File: config.mk
export PLATFORM = sky130hd
export DESIGN_NAME = nibble_deser
export DESIGN_NICKNAME = d
export VERILOG_FILES = /design/src/rtl/nibble_pkg.sv /design/src/rtl/nibble_deser_sipo_shift.sv /design/src/rtl/nibble_deser.sv
export SDC_FILE = /design/constraint.sdc
export NUM_CORES = 1
export LEC_CHECK = 0
export CORE_AREA = 2 2 39 41
export CTS_BUF_LIST = sky130_fd_sc_hd__clkbuf_4 sky130_fd_sc_hd__clkbuf_8
export DETAILED_ROUTE_END_ITERATION = 16
export DIE_AREA = 0 0 41 43
export SETUP_SLACK_MARGIN = 0.05
export SLEW_MARGIN = 5
export SYNTH_ARGS = -nofsm -noshare
export SYNTH_HDL_FRONTEND = slang
export SYNTH_SLANG_ARGS = --single-unit
export TNS_END_PERCENT = 50
File: constraint.sdc
create_clock -name clk -period 1.1 [get_ports clk]
set_input_delay 0.165 -clock clk [delete_from_list [all_inputs] [get_ports clk]]
set_output_delay 0.165 -clock clk [all_outputs]
set_load 0.02 [all_outputs]
File: src/rtl/nibble_pkg.sv
// Shared types for the nibble front end and the 4-bit inverter datapath.
package nibble_pkg;

  localparam int NIBBLE_W = 4;

  typedef logic [NIBBLE_W-1:0] nibble_t;

  // Output holding register occupancy.
  typedef enum logic {EMPTY, FULL} ostate_e;

endpackage

File: src/rtl/nibble_deser_sipo_shift.sv
// Serial-in parallel-out shifter: collects bits LSB first and strobes
// word_done in the same cycle that the last bit of a word is presented, so the
// caller can capture the completed word at that edge.
module sipo_shift #(
  parameter int WIDTH = 4
) (
  input  logic             clk,
  input  logic             reset,
  input  logic             sin,
  input  logic             sin_valid,
  output logic             word_done,
  output logic [WIDTH-1:0] word
);

  localparam int            CW   = $clog2(WIDTH);
  localparam logic [CW-1:0] LAST = CW'(WIDTH - 1);

  logic [WIDTH-1:0] sr;
  logic [CW-1:0]    cnt;

  // New bits enter at the top and move down, so the first bit ends in bit 0.
  assign word      = {sin, sr[WIDTH-1:1]};
  assign word_done = sin_valid && (cnt == LAST);

  // Shift in accepted bits and count them, wrapping at the end of each word.
  always_ff @(posedge clk) begin
    // NOTE: state registers use non-blocking assignments so every flop samples
    // pre-edge values and simulation ordering cannot change the result.
    if (reset) begin
      sr  <= '0;
      cnt <= '0;
    end else if (sin_valid) begin
      sr  <= word;
      cnt <= (cnt == LAST) ? '0 : cnt + CW'(1);
    end
  end

endmodule

File: src/rtl/nibble_deser.sv
// Serial-to-parallel front end: assembles WIDTH-bit words (WIDTH >= 2) from a
// serial line and presents them through one registered valid/ready holding
// register. Words completing while the register is full and not draining are
// dropped and recorded in the sticky overrun flag.
module nibble_deser
  import nibble_pkg::*;
#(
  parameter int WIDTH = NIBBLE_W
) (
  input  logic             clk,
  input  logic             reset,
  input  logic             sin,
  input  logic             sin_valid,
  output logic [WIDTH-1:0] dout,
  output logic             dout_valid,
  input  logic             dout_ready,
  output logic             overrun,
  input  logic             clear_overrun
);

  ostate_e          state;
  ostate_e          state_nx;
  logic             word_done;
  logic [WIDTH-1:0] word;
  logic             xfer;
  logic             load;
  logic             drop;

  sipo_shift #(.WIDTH(WIDTH)) u_sipo (
    .clk       (clk),
    .reset     (reset),
    .sin       (sin),
    .sin_valid (sin_valid),
    .word_done (word_done),
    .word      (word)
  );

  // dout_valid comes straight from the state flop, so it is registered.
  assign dout_valid = (state == FULL);
  assign xfer       = dout_valid && dout_ready;
  // A completing word may replace the held one only if that one leaves now.
  assign load       = word_done && (!dout_valid || xfer);
  assign drop       = word_done && dout_valid && !dout_ready;

  // Next occupancy of the holding register.
  always_comb begin
    // NOTE: default first so every path assigns state_nx and no latch forms.
    state_nx = state;
    case (state)
      EMPTY: if (word_done)          state_nx = FULL;
      FULL:  if (xfer && !word_done) state_nx = EMPTY;
    endcase
  end

  // Holding register, occupancy state and sticky overrun (set beats clear).
  always_ff @(posedge clk) begin
    if (reset) begin
      state   <= EMPTY;
      dout    <= '0;
      overrun <= 1'b0;
    end else begin
      state <= state_nx;
      if (load) dout <= word;
      if (drop)               overrun <= 1'b1;
      else if (clear_overrun) overrun <= 1'b0;
    end
  end

endmodule

==> results of run 1 <==
-- area by class of cell --
cell class,count,area (µm²),area share
clock buffer,4,30.03,0.04404
multi-input combinational,31,254.0,0.3725
sequential,11,225.2,0.3303
inverter,1,3.754,0.005505
tap,16,20.02,0.02936
timing repair buffer,16,148.9,0.2183
-- cells in the mapped netlist --
cell / n
sky130_fd_sc_hd__dfxtp_1: 11
sky130_fd_sc_hd__nor2b_4: 1
sky130_fd_sc_hd__a32oi_1: 1
sky130_fd_sc_hd__nor2_8: 1
sky130_fd_sc_hd__nor2_1: 8
sky130_fd_sc_hd__ha_1: 1
sky130_fd_sc_hd__buf_6: 1
sky130_fd_sc_hd__buf_2: 1
sky130_fd_sc_hd__nand2b_1: 8
sky130_fd_sc_hd__a21oi_1: 1
sky130_fd_sc_hd__inv_1: 1
sky130_fd_sc_hd__mux2i_1: 9
sky130_fd_sc_hd__nand2_4: 1
-- cells in the final DEF, fill, tap and decap left out --
cell and instances:
sky130_fd_sc_hd__a21oi_1 1, sky130_fd_sc_hd__a32oi_1 1, sky130_fd_sc_hd__buf_4 5, sky130_fd_sc_hd__clkbuf_2 1, sky130_fd_sc_hd__clkbuf_4 4, sky130_fd_sc_hd__clkdlybuf4s15_2 5
sky130_fd_sc_hd__clkdlybuf4s50_1 5, sky130_fd_sc_hd__dfxtp_1 9, sky130_fd_sc_hd__dfxtp_2 1, sky130_fd_sc_hd__dfxtp_4 1, sky130_fd_sc_hd__ha_4 1, sky130_fd_sc_hd__inv_1 1
sky130_fd_sc_hd__mux2i_1 9, sky130_fd_sc_hd__nand2_4 1, sky130_fd_sc_hd__nand2b_1 8, sky130_fd_sc_hd__nor2_1 8, sky130_fd_sc_hd__nor2_8 1, sky130_fd_sc_hd__nor2b_4 1
-- cell families after synthesis --
| group | Yosys count |
|---|---|
| DFF | 11 |
| and+or+nand+nor | 19 |
| adders and majority gates | 1 |
| buffers and inverters | 3 |
| AOI/OAI and AO/OA | 2 |
| muxes | 9 |
-- worst min-delay path by stage --
stage | end | slack (ns) | depth (start not counted)
after floorplan | u_sipo.sr[3] | 0.31 | 2
after CTS | dout[0] | 0.48 | 2
after global placement | dout[2] | 0.47 | 2
after global routing | dout[0] | 0.51 | 2
after detailed placement | dout[0] | 0.47 | 2
final | dout[2] | 0.48 | 2
-- sequential cells by signal (all words and copies together), names as in the netlist --
signal	flops
dout	4
u_sipo.sr	3
u_sipo.cnt	2
dout_valid	1
overrun	1
-- stage by stage --
stage / cell area, µm² / power, µW / TNS [ns]
2_1_floorplan: 481.7 / 474.1 / 0
3_3_place_gp: 625.6 / 509.3 / -0.7454
3_5_place_dp: 625.6 / 509.5 / -0.7454
4_1_cts: 674.4 / 817.5 / 0
5_1_grt: 681.9 / 849.0 / 0
6_report: 681.9 / 810.5 / 0
-- power groups by stage --
stage	Sequential, µW	Clock [µW]	Combinational (µW)
floorplan	426	0	48.0
global placement	426	0	83.0
detailed placement	427	0	83.0
CTS	420	311	85.7
global route	423	331	95.4
finish	421	302	87.2
-- layer usage --
layer  part of all wire  up-vias  track usage
li1                   -      183            -
met1               0.47      152       0.1461
met2               0.42        9       0.1438
met3              0.052        5      0.03141
met4              0.051        0       0.1200
met5                  0        -            0
-- what timing repair did --
action	in CTS	in global routing
pin swaps	0	2
resized for setup	19	4
buffers inserted	0	1
setup endpoints to repair	10	10
==> flow_summary.html, run 1 <==
<table>
<tr><th>Metric</th><th>Value</th></tr>
<tr><th colspan="2">Logic synthesis</th></tr>
<tr><td>Count of different cell masters after synthesis</td><td>13</td></tr>
<tr><td>Cell types occupying the most area after synthesis</td><td>sky130_fd_sc_hd__dfxtp_1 (46%), sky130_fd_sc_hd__mux2i_1 (19%), sky130_fd_sc_hd__nand2b_1 (10%)</td></tr>
<tr><td>Number of storage elements in the synthesis netlist</td><td>11</td></tr>
<tr><td>Sequential share of the synthesized area</td><td>0.4571</td></tr>
<tr><td>Simple-Gate Fraction of Synth Area</td><td>0.2597</td></tr>
<tr><td>Synth Area in Compound Gates</td><td>0.02857</td></tr>
<tr><td>Library cell occupying the most area in the post-synthesis netlist</td><td>sky130_fd_sc_hd__dfxtp_1</td></tr>
<tr><td>Syn Std Cell Area</td><td>approximately 480 µm²</td></tr>
<tr><td>Number of cells produced by synthesis</td><td>45</td></tr>
<tr><td>Main combinational cell family by area after synthesis</td><td>simple AND/OR/NAND/NOR gates</td></tr>
<tr><td>Arithmetic-cell share of the synthesized area counting full adders, half adders and majority gates</td><td>0.02597</td></tr>
<tr><td>Post-Synthesis Net Count</td><td>52</td></tr>
<tr><td>Synth Area per Inst</td><td>10.70 µm²</td></tr>
<tr><td>Fraction of synthesized cell area in xor and xnor cells</td><td>0</td></tr>
<tr><td>Mux share of post-synthesis cell area</td><td>0.1870</td></tr>
<tr><td>Area share of the largest cell type after synthesis</td><td>0.4571</td></tr>
<tr><td>Total number of yosys warnings</td><td>0</td></tr>
<tr><th colspan="2">Min path</th></tr>
<tr><td>Hold path startpoint</td><td>dout[2]</td></tr>
<tr><td>Class of the most critical hold timing path</td><td>reg2reg</td></tr>
<tr><th colspan="2">Setup path</th></tr>
<tr><td>Worst Path Arrival</td><td>0.87 ns</td></tr>
<tr><td>Req. time, crit path</td><td>0.94 ns</td></tr>
<tr><td>Crit path depth</td><td>1</td></tr>
<tr><td>Largest stage delay on the critical path</td><td>0.34 ns</td></tr>
<tr><td>Crit Reg-Reg Endpoint</td><td>dout[3]</td></tr>
<tr><td>CP Buf/Inv Count</td><td>1</td></tr>
<tr><td>Crit path capture</td><td>dout[1]</td></tr>
<tr><td>Start-to-end type of the worst setup path</td><td>reg2out</td></tr>
<tr><td>Cell family contributing the most delay on the critical path</td><td>flip-flops</td></tr>
<tr><td>Worst setup slack for register-to-register paths</td><td>approximately 0.1 ns</td></tr>
<tr><td>Largest fanout on the critical path</td><td>2</td></tr>
<tr><td>Highest-delay cell along the critical path</td><td>sky130_fd_sc_hd__dfxtp_1</td></tr>
<tr><td>Startpoint of the worst setup timing path</td><td>dout[1]</td></tr>
<tr><td>Cell-by-cell listing of the critical path</td><td>clkdlybuf4s15_2</td></tr>
<tr><td>Depth of the worst register-to-register path</td><td>4</td></tr>
<tr><td>Type of destination of the critical path</td><td>output pin</td></tr>
<tr><td>Setup crit start kind</td><td>flip-flop</td></tr>
<tr><td>Crit Reg-Reg Startpoint</td><td>u_sipo.cnt[0]</td></tr>
<tr><th colspan="2">Detailed routing</th></tr>
<tr><td>DRT Wirelength</td><td>just under 800 µm</td></tr>
<tr><td>DRC viols</td><td>0</td></tr>
<tr><td>Per-cell routed wire length</td><td>9.975 µm</td></tr>
<tr><td>Total number of vias</td><td>349</td></tr>
<tr><td>First-pass detailed-route iteration total</td><td>4</td></tr>
<tr><td>Vias per Instance</td><td>between 4 and 5</td></tr>
<tr><td>Starting DRT DRC Count</td><td>4</td></tr>
<tr><td>Residual antenna-violating net count after detailed routing</td><td>0</td></tr>
<tr><th colspan="2">Final layout</th></tr>
<tr><td>Fraction of final layout cells sized beyond drive strength 1</td><td>0.3333</td></tr>
<tr><td>Post-layout nets</td><td>approximately 70</td></tr>
<tr><td>Filler instances</td><td>142</td></tr>
<tr><td>Final core occ</td><td>0.4928</td></tr>
<tr><td>N_diodes</td><td>0</td></tr>
<tr><td>Area growth from synthesis to final layout</td><td>41.56%</td></tr>
<tr><td>Final standard cell count with taps included and fillers excluded</td><td>79</td></tr>
<tr><th colspan="2">Floorplan</th></tr>
<tr><td>I/O pin count</td><td>12</td></tr>
<tr><td>Initial core utilization</td><td>0.3481</td></tr>
<tr><td>Number of standard-cell rows in the floorplan</td><td>14</td></tr>
<tr><td>Chip width</td><td>41 µm</td></tr>
<tr><td>Die height</td><td>approximately 43 µm</td></tr>
<tr><td>Floorplan Core Area</td><td>1384 µm²</td></tr>
<tr><td>Area of the die</td><td>1763 µm²</td></tr>
<tr><th colspan="2">Placement</th></tr>
<tr><td>Final estimated routing congestion in global placement</td><td>0.6017</td></tr>
<tr><td>Final HPWL DP</td><td>roughly 570 µm</td></tr>
<tr><td>Dpl cells</td><td>74</td></tr>
<tr><td>Count of buffers inserted at the top-level ports</td><td>11</td></tr>
<tr><td>Post-place setup slack</td><td>-0.1239 ns</td></tr>
<tr><th colspan="2">STA</th></tr>
<tr><td>Setup repair after global routing missed its margin</td><td>yes</td></tr>
<tr><td>Worst Tran Pin Value</td><td>0.2312 ns</td></tr>
<tr><td>Hold Vio Cnt, Final</td><td>0</td></tr>
<tr><td>Clock Skews</td><td>0.007126 ns</td></tr>
<tr><td>Final period util</td><td>0.9410</td></tr>
<tr><td>Final period demand of the worst path</td><td>1.035 ns</td></tr>
<tr><td>Number of slew-limit violations in the final report</td><td>0</td></tr>
<tr><td>Slew headroom</td><td>0.8454</td></tr>
<tr><td>Finish-stage setup viols</td><td>0</td></tr>
<tr><td>Fin Hold WS</td><td>0.4751 ns</td></tr>
<tr><td>Top achievable clock speed</td><td>966.1 MHz</td></tr>
<tr><td>Least setup slack across all paths after layout</td><td>0.06490 ns</td></tr>
<tr><th colspan="2">Clock tree</th></tr>
<tr><td>Clock-pin slew on the worst setup and hold paths</td><td>0.07 ns</td></tr>
<tr><td>Deepest level of the CTS H-tree</td><td>1</td></tr>
<tr><td>TritonCTS clock tree</td><td>done</td></tr>
<tr><td>Source-to-sink clock delay at the later pin of the worst-skew pair</td><td>0.27 ns</td></tr>
<tr><td>CTS Hold Buffers Added</td><td>0</td></tr>
<tr><td>Clock buffer depth</td><td>2</td></tr>
<tr><td>Cell at the root of the clock tree</td><td>sky130_fd_sc_hd__clkbuf_4</td></tr>
<tr><td>Inserted Clock Buffers</td><td>3</td></tr>
<tr><td># clock sinks</td><td>11</td></tr>
<tr><th colspan="2">Power</th></tr>
<tr><td>Worst voltage drop across the vdd grid</td><td>just under 0.0005 V</td></tr>
<tr><td>Power Dens Cells</td><td>around 1200 nW/µm²</td></tr>
<tr><td>Int Power</td><td>about 630 µW</td></tr>
<tr><td>Switching Share</td><td>0.2237</td></tr>
<tr><td>Fraction of power consumed by sequential logic</td><td>0.520</td></tr>
<tr><td>Leak Pwr</td><td>0.0002675 µW</td></tr>
<tr><td>Switching Power</td><td>181.4 µW</td></tr>
<tr><td>Clock power share</td><td>0.373</td></tr>
<tr><td>Gate power share</td><td>0.108</td></tr>
<tr><th colspan="2">Global route</th></tr>
<tr><td>Antenna violations before repair</td><td>0</td></tr>
<tr><td>Largest net degree at the start of global routing</td><td>11</td></tr>
<tr><td>First-pass GRT wire length</td><td>1297 µm</td></tr>
<tr><td>Overflow left after global routing</td><td>0</td></tr>
<tr><td>Global Route Usage Sum</td><td>0.1158</td></tr>
<tr><td>Number of global-route vias before repair</td><td>315</td></tr>
<tr><th colspan="2">Status</th></tr>
<tr><td>Run status</td><td>completed</td></tr>
<tr><th colspan="2">Flow run</th></tr>
<tr><td>Number of max-cap violations</td><td>0</td></tr>
</table>
Note: power is estimated with default switching activity, not from simulation.
==> run 2, diff against run 1 <==
--- a/config.mk
+++ b/config.mk
@@ -9,7 +9,8 @@
 export CTS_BUF_LIST = sky130_fd_sc_hd__clkbuf_4 sky130_fd_sc_hd__clkbuf_8
 export DETAILED_ROUTE_END_ITERATION = 16
 export DIE_AREA = 0 0 41 43
-export SETUP_SLACK_MARGIN = 0.05
+export PLACE_DENSITY = 0.61
+export SETUP_SLACK_MARGIN = 0.15
 export SLEW_MARGIN = 5
 export SYNTH_ARGS = -nofsm -noshare
 export SYNTH_HDL_FRONTEND = slang
==> flow_summary.html, run 2 (synthesis gave the netlist of run 1 again) <==
<table>
<tr><th>Metric</th><th>Value</th></tr>
<tr><th colspan="2">Setup path</th></tr>
<tr><td>Crit Reg-Reg Startpoint</td><td>u_sipo.cnt[0]</td></tr>
<tr><td>Start-to-end type of the worst setup path</td><td>reg2reg</td></tr>
<tr><td>Highest-delay cell along the critical path</td><td>sky130_fd_sc_hd__dfxtp_2</td></tr>
<tr><td>CP Buf/Inv Count</td><td>1 (unchanged)</td></tr>
<tr><td>Worst setup slack for register-to-register paths</td><td>0.13 ns (+0.03 ns)</td></tr>
<tr><td>Worst Path Arrival</td><td>1.14 ns (+0.27 ns)</td></tr>
<tr><td>Crit Reg-Reg Endpoint</td><td>overrun</td></tr>
<tr><td>Largest stage delay on the critical path</td><td>0.34 ns (about the same)</td></tr>
<tr><td>Largest fanout on the critical path</td><td>3 (+1)</td></tr>
<tr><td>Cell-by-cell listing of the critical path</td><td>ha_4, buf_4, a32oi_1, nor2_1</td></tr>
<tr><td>Cell family contributing the most delay on the critical path</td><td>flip-flops</td></tr>
<tr><td>Req. time, crit path</td><td>1.27 ns (+0.33 ns)</td></tr>
<tr><td>Type of destination of the critical path</td><td>flip-flop</td></tr>
<tr><td>Setup crit start kind</td><td>flip-flop</td></tr>
<tr><td>Depth of the worst register-to-register path</td><td>4 (unchanged)</td></tr>
<tr><th colspan="2">Floorplan</th></tr>
<tr><td>Number of standard-cell rows in the floorplan</td><td>14 (unchanged)</td></tr>
<tr><td>Area of the die</td><td>1763 µm² (unchanged)</td></tr>
<tr><td>Chip width</td><td>41 µm (unchanged)</td></tr>
<tr><td>I/O pin count</td><td>12 (unchanged)</td></tr>
<tr><td>Initial core utilization</td><td>0.3481 (unchanged)</td></tr>
<tr><td>Floorplan Core Area</td><td>1384 µm² (unchanged)</td></tr>
<tr><td>Die height</td><td>43 µm (unchanged)</td></tr>
<tr><th colspan="2">Detailed routing</th></tr>
<tr><td>Met1 WL</td><td>364 µm (-2.4%)</td></tr>
<tr><td>DRT Wirelength</td><td>809 µm (+2.7%)</td></tr>
<tr><td>Top routing layer in use</td><td>met4</td></tr>
<tr><td>Vias per Instance</td><td>4.400 (-0.40%)</td></tr>
<tr><td>Residual antenna-violating net count after detailed routing</td><td>0 (unchanged)</td></tr>
<tr><td>First-pass detailed-route iteration total</td><td>2 (-2)</td></tr>
<tr><td>Starting DRT DRC Count</td><td>4 (unchanged)</td></tr>
<tr><td>DRC viols</td><td>0 (unchanged)</td></tr>
<tr><td>Total number of vias</td><td>352 (+0.86%)</td></tr>
<tr><td>Detail Route met3 WL</td><td>43 µm (+4.9%)</td></tr>
<tr><td>Met2 WL post-DR</td><td>372 µm (+12%)</td></tr>
<tr><td>Per-cell routed wire length</td><td>10.11 µm (+1.4%)</td></tr>
<tr><th colspan="2">Final layout</th></tr>
<tr><td>Final standard cell count with taps included and fillers excluded</td><td>80 (+1.3%)</td></tr>
<tr><td>Post-layout nets</td><td>72 (+1.4%)</td></tr>
<tr><td>Regs by FF count</td><td>dout: 4 flops, u_sipo.sr: 3 flops, u_sipo.cnt: 2 flops</td></tr>
<tr><td>Filler instances</td><td>141 (-0.70%)</td></tr>
<tr><td>N_diodes</td><td>0 (unchanged)</td></tr>
<tr><td>Largest register by flop count</td><td>dout</td></tr>
<tr><td>Final core occ</td><td>0.4738 (-0.01899)</td></tr>
<tr><td>Area growth from synthesis to final layout</td><td>36.10%</td></tr>
<tr><td>Number of flip-flops under the largest register name</td><td>4 (unchanged)</td></tr>
<tr><td>Leading cell types in the layout, fill and taps excluded</td><td>sky130_fd_sc_hd__mux2i_1 (9), sky130_fd_sc_hd__nor2_1 (8), sky130_fd_sc_hd__nand2b_1 (8), sky130_fd_sc_hd__dfxtp_1 (8)</td></tr>
<tr><td>Final instance area</td><td>655.6 µm² (-3.9%)</td></tr>
<tr><td>Fraction of final layout cells sized beyond drive strength 1</td><td>0.3594 (+0.02604)</td></tr>
<tr><td>Most common cell after layout, fill and taps aside</td><td>sky130_fd_sc_hd__mux2i_1</td></tr>
<tr><th colspan="2">Power</th></tr>
<tr><td>Power Dens Cells</td><td>1244 nW/µm² (+4.7%)</td></tr>
<tr><td>Worst voltage drop across the vdd grid</td><td>0.0004573 V (-6.0%)</td></tr>
<tr><td>Leak Pwr</td><td>0.0002864 µW (+7.1%)</td></tr>
<tr><th colspan="2">Placement</th></tr>
<tr><td>Dpl cells</td><td>74 (unchanged)</td></tr>
<tr><td>Final HPWL DP</td><td>569.3 µm (-0.56%)</td></tr>
<tr><td>Placed standard-cell area</td><td>639.4 µm² (+2.2%)</td></tr>
<tr><td>Count of buffers inserted at the top-level ports</td><td>11 (unchanged)</td></tr>
<tr><td>Final estimated routing congestion in global placement</td><td>0.7070 (+18%)</td></tr>
<tr><th colspan="2">STA</th></tr>
<tr><td>Setup repair after global routing missed its margin</td><td>yes</td></tr>
<tr><td>Slew headroom</td><td>0.8312 (-0.01423)</td></tr>
<tr><td>Number of slew-limit violations in the final report</td><td>0 (unchanged)</td></tr>
<tr><td>Final period util</td><td>0.8853 (-0.05566)</td></tr>
<tr><td>Final period demand of the worst path</td><td>0.9739 ns (-0.06123 ns)</td></tr>
<tr><td>Hold Vio Cnt, Final</td><td>0 (unchanged)</td></tr>
<tr><td>Worst Tran Pin Value</td><td>0.2525 ns (+0.02129 ns)</td></tr>
<tr><td>Top achievable clock speed</td><td>1027 MHz (+6.3%)</td></tr>
<tr><td>Post-Route Setup TNS</td><td>0 ns (unchanged)</td></tr>
<tr><td>Finish-stage setup viols</td><td>0 (unchanged)</td></tr>
<tr><td>Clock Skews</td><td>0.004867 ns (-0.002259 ns)</td></tr>
<tr><th colspan="2">Clock tree</th></tr>
<tr><td>Cell at the root of the clock tree</td><td>sky130_fd_sc_hd__clkbuf_4</td></tr>
<tr><td>Source-to-sink clock delay at the later pin of the worst-skew pair</td><td>0.27 ns (about the same)</td></tr>
<tr><td>Clock-pin slew on the worst setup and hold paths</td><td>0.07 ns (about the same)</td></tr>
<tr><td>Deepest level of the CTS H-tree</td><td>1 (unchanged)</td></tr>
<tr><td>TritonCTS clock tree</td><td>done</td></tr>
<tr><td># clock sinks</td><td>11 (unchanged)</td></tr>
<tr><td>CTS Hold Buffers Added</td><td>0 (unchanged)</td></tr>
<tr><td>Inserted Clock Buffers</td><td>3 (unchanged)</td></tr>
<tr><td>Clock buffer depth</td><td>2 (unchanged)</td></tr>
<tr><th colspan="2">Global route</th></tr>
<tr><td>Number of global-route vias before repair</td><td>340 (+7.9%)</td></tr>
<tr><td>First-pass GRT wire length</td><td>1386 µm (+6.9%)</td></tr>
<tr><td>Antenna violations before repair</td><td>0 (unchanged)</td></tr>
<tr><td>Global Route Usage Sum</td><td>0.1271 (+0.01133)</td></tr>
<tr><td>Overflow left after global routing</td><td>0 (unchanged)</td></tr>
<tr><td>Largest net degree at the start of global routing</td><td>11 (unchanged)</td></tr>
<tr><th colspan="2">Min path</th></tr>
<tr><td>Class of the most critical hold timing path</td><td>in2reg</td></tr>
<tr><td>Hold path startpoint</td><td>sin_valid</td></tr>
<tr><td>Cell depth of the worst min-delay path</td><td>3 (+1)</td></tr>
<tr><td>Hold EP</td><td>dout_valid</td></tr>
<tr><th colspan="2">Status</th></tr>
<tr><td>Run status</td><td>completed</td></tr>
<tr><th colspan="2">Flow run</th></tr>
<tr><td>Number of max-cap violations</td><td>0 (unchanged)</td></tr>
</table>
[run 2: changes by cell type in the layout (fill, tap and decap cells not counted), sizes merged]
cell           previous run  this run
buf                       5        12
clkdlybuf4s15             5         0
dlygate4sd2               0         1
clkdlybuf4s50             5         4
clkbuf                    5         4
[run 2: worst max path at each step]
stage,cells after the start,to,start
2_1_floorplan,4,dout[0],u_sipo.cnt[0]
3_3_place_gp,4,u_sipo.sr[1],sin_valid
3_5_place_dp,4,u_sipo.sr[3],sin_valid
4_1_cts,4,dout[0],u_sipo.cnt[0]
5_1_grt,5,u_sipo.cnt[0],u_sipo.cnt[0]
6_report,4,overrun,u_sipo.cnt[0]
[run 2: layer usage]
metal  GRT usage  vias up
met3     0.04712        4
met5           0        -
li1            -      185
met4      0.1200        0
met2      0.1781        9
met1      0.1373      154
[run 2: cell type report]
| cell class | instances | area [µm²] | area share |
|---|---|---|---|
| Timing Repair Buffer | 17 | 123.9 | 0.1889 |
| Multi-Input combinational cell | 31 | 254.0 | 0.3874 |
| Sequential cell | 11 | 224.0 | 0.3416 |
| Tap cell | 16 | 20.02 | 0.03053 |
| Clock buffer | 4 | 30.03 | 0.04580 |
| Inverter | 1 | 3.754 | 0.005725 |
[run 2: stage by stage]
step                      power (µW)  hold slack [ns]  setup slack [ns]
after floorplan                479.5           0.3122            0.1683
after global placement         514.6           0.4603           -0.1784
after detailed placement       515.8           0.4688           -0.1778
after CTS                      831.7           0.4096            0.1066
after global routing           865.1           0.4328           0.07979
final                          815.7           0.4173            0.1261
[run 2: report_power, final]
group | total [µW] | internal, µW | switching [µW]
Clock | 304 | 165 | 139
Combinational | 90.5 | 54.7 | 35.8
Sequential | 421 | 411 | 10.0
[run 2: timing repair]
| item | in CTS | in global routing |
|---|---|---|
| gates resized for setup | 27 | 0 |
| endpoints found under the setup margin | 15 | 13 |
| pin swaps | 2 | 2 |
| setup buffers | 2 | 0 |
[run 2: tightest hold or removal path, cell delays in order]
cell and delay, ns:
sky130_fd_sc_hd__dlygate4sd2_1 0.32, sky130_fd_sc_hd__a21oi_1 0.10, sky130_fd_sc_hd__nor2_1 0.07
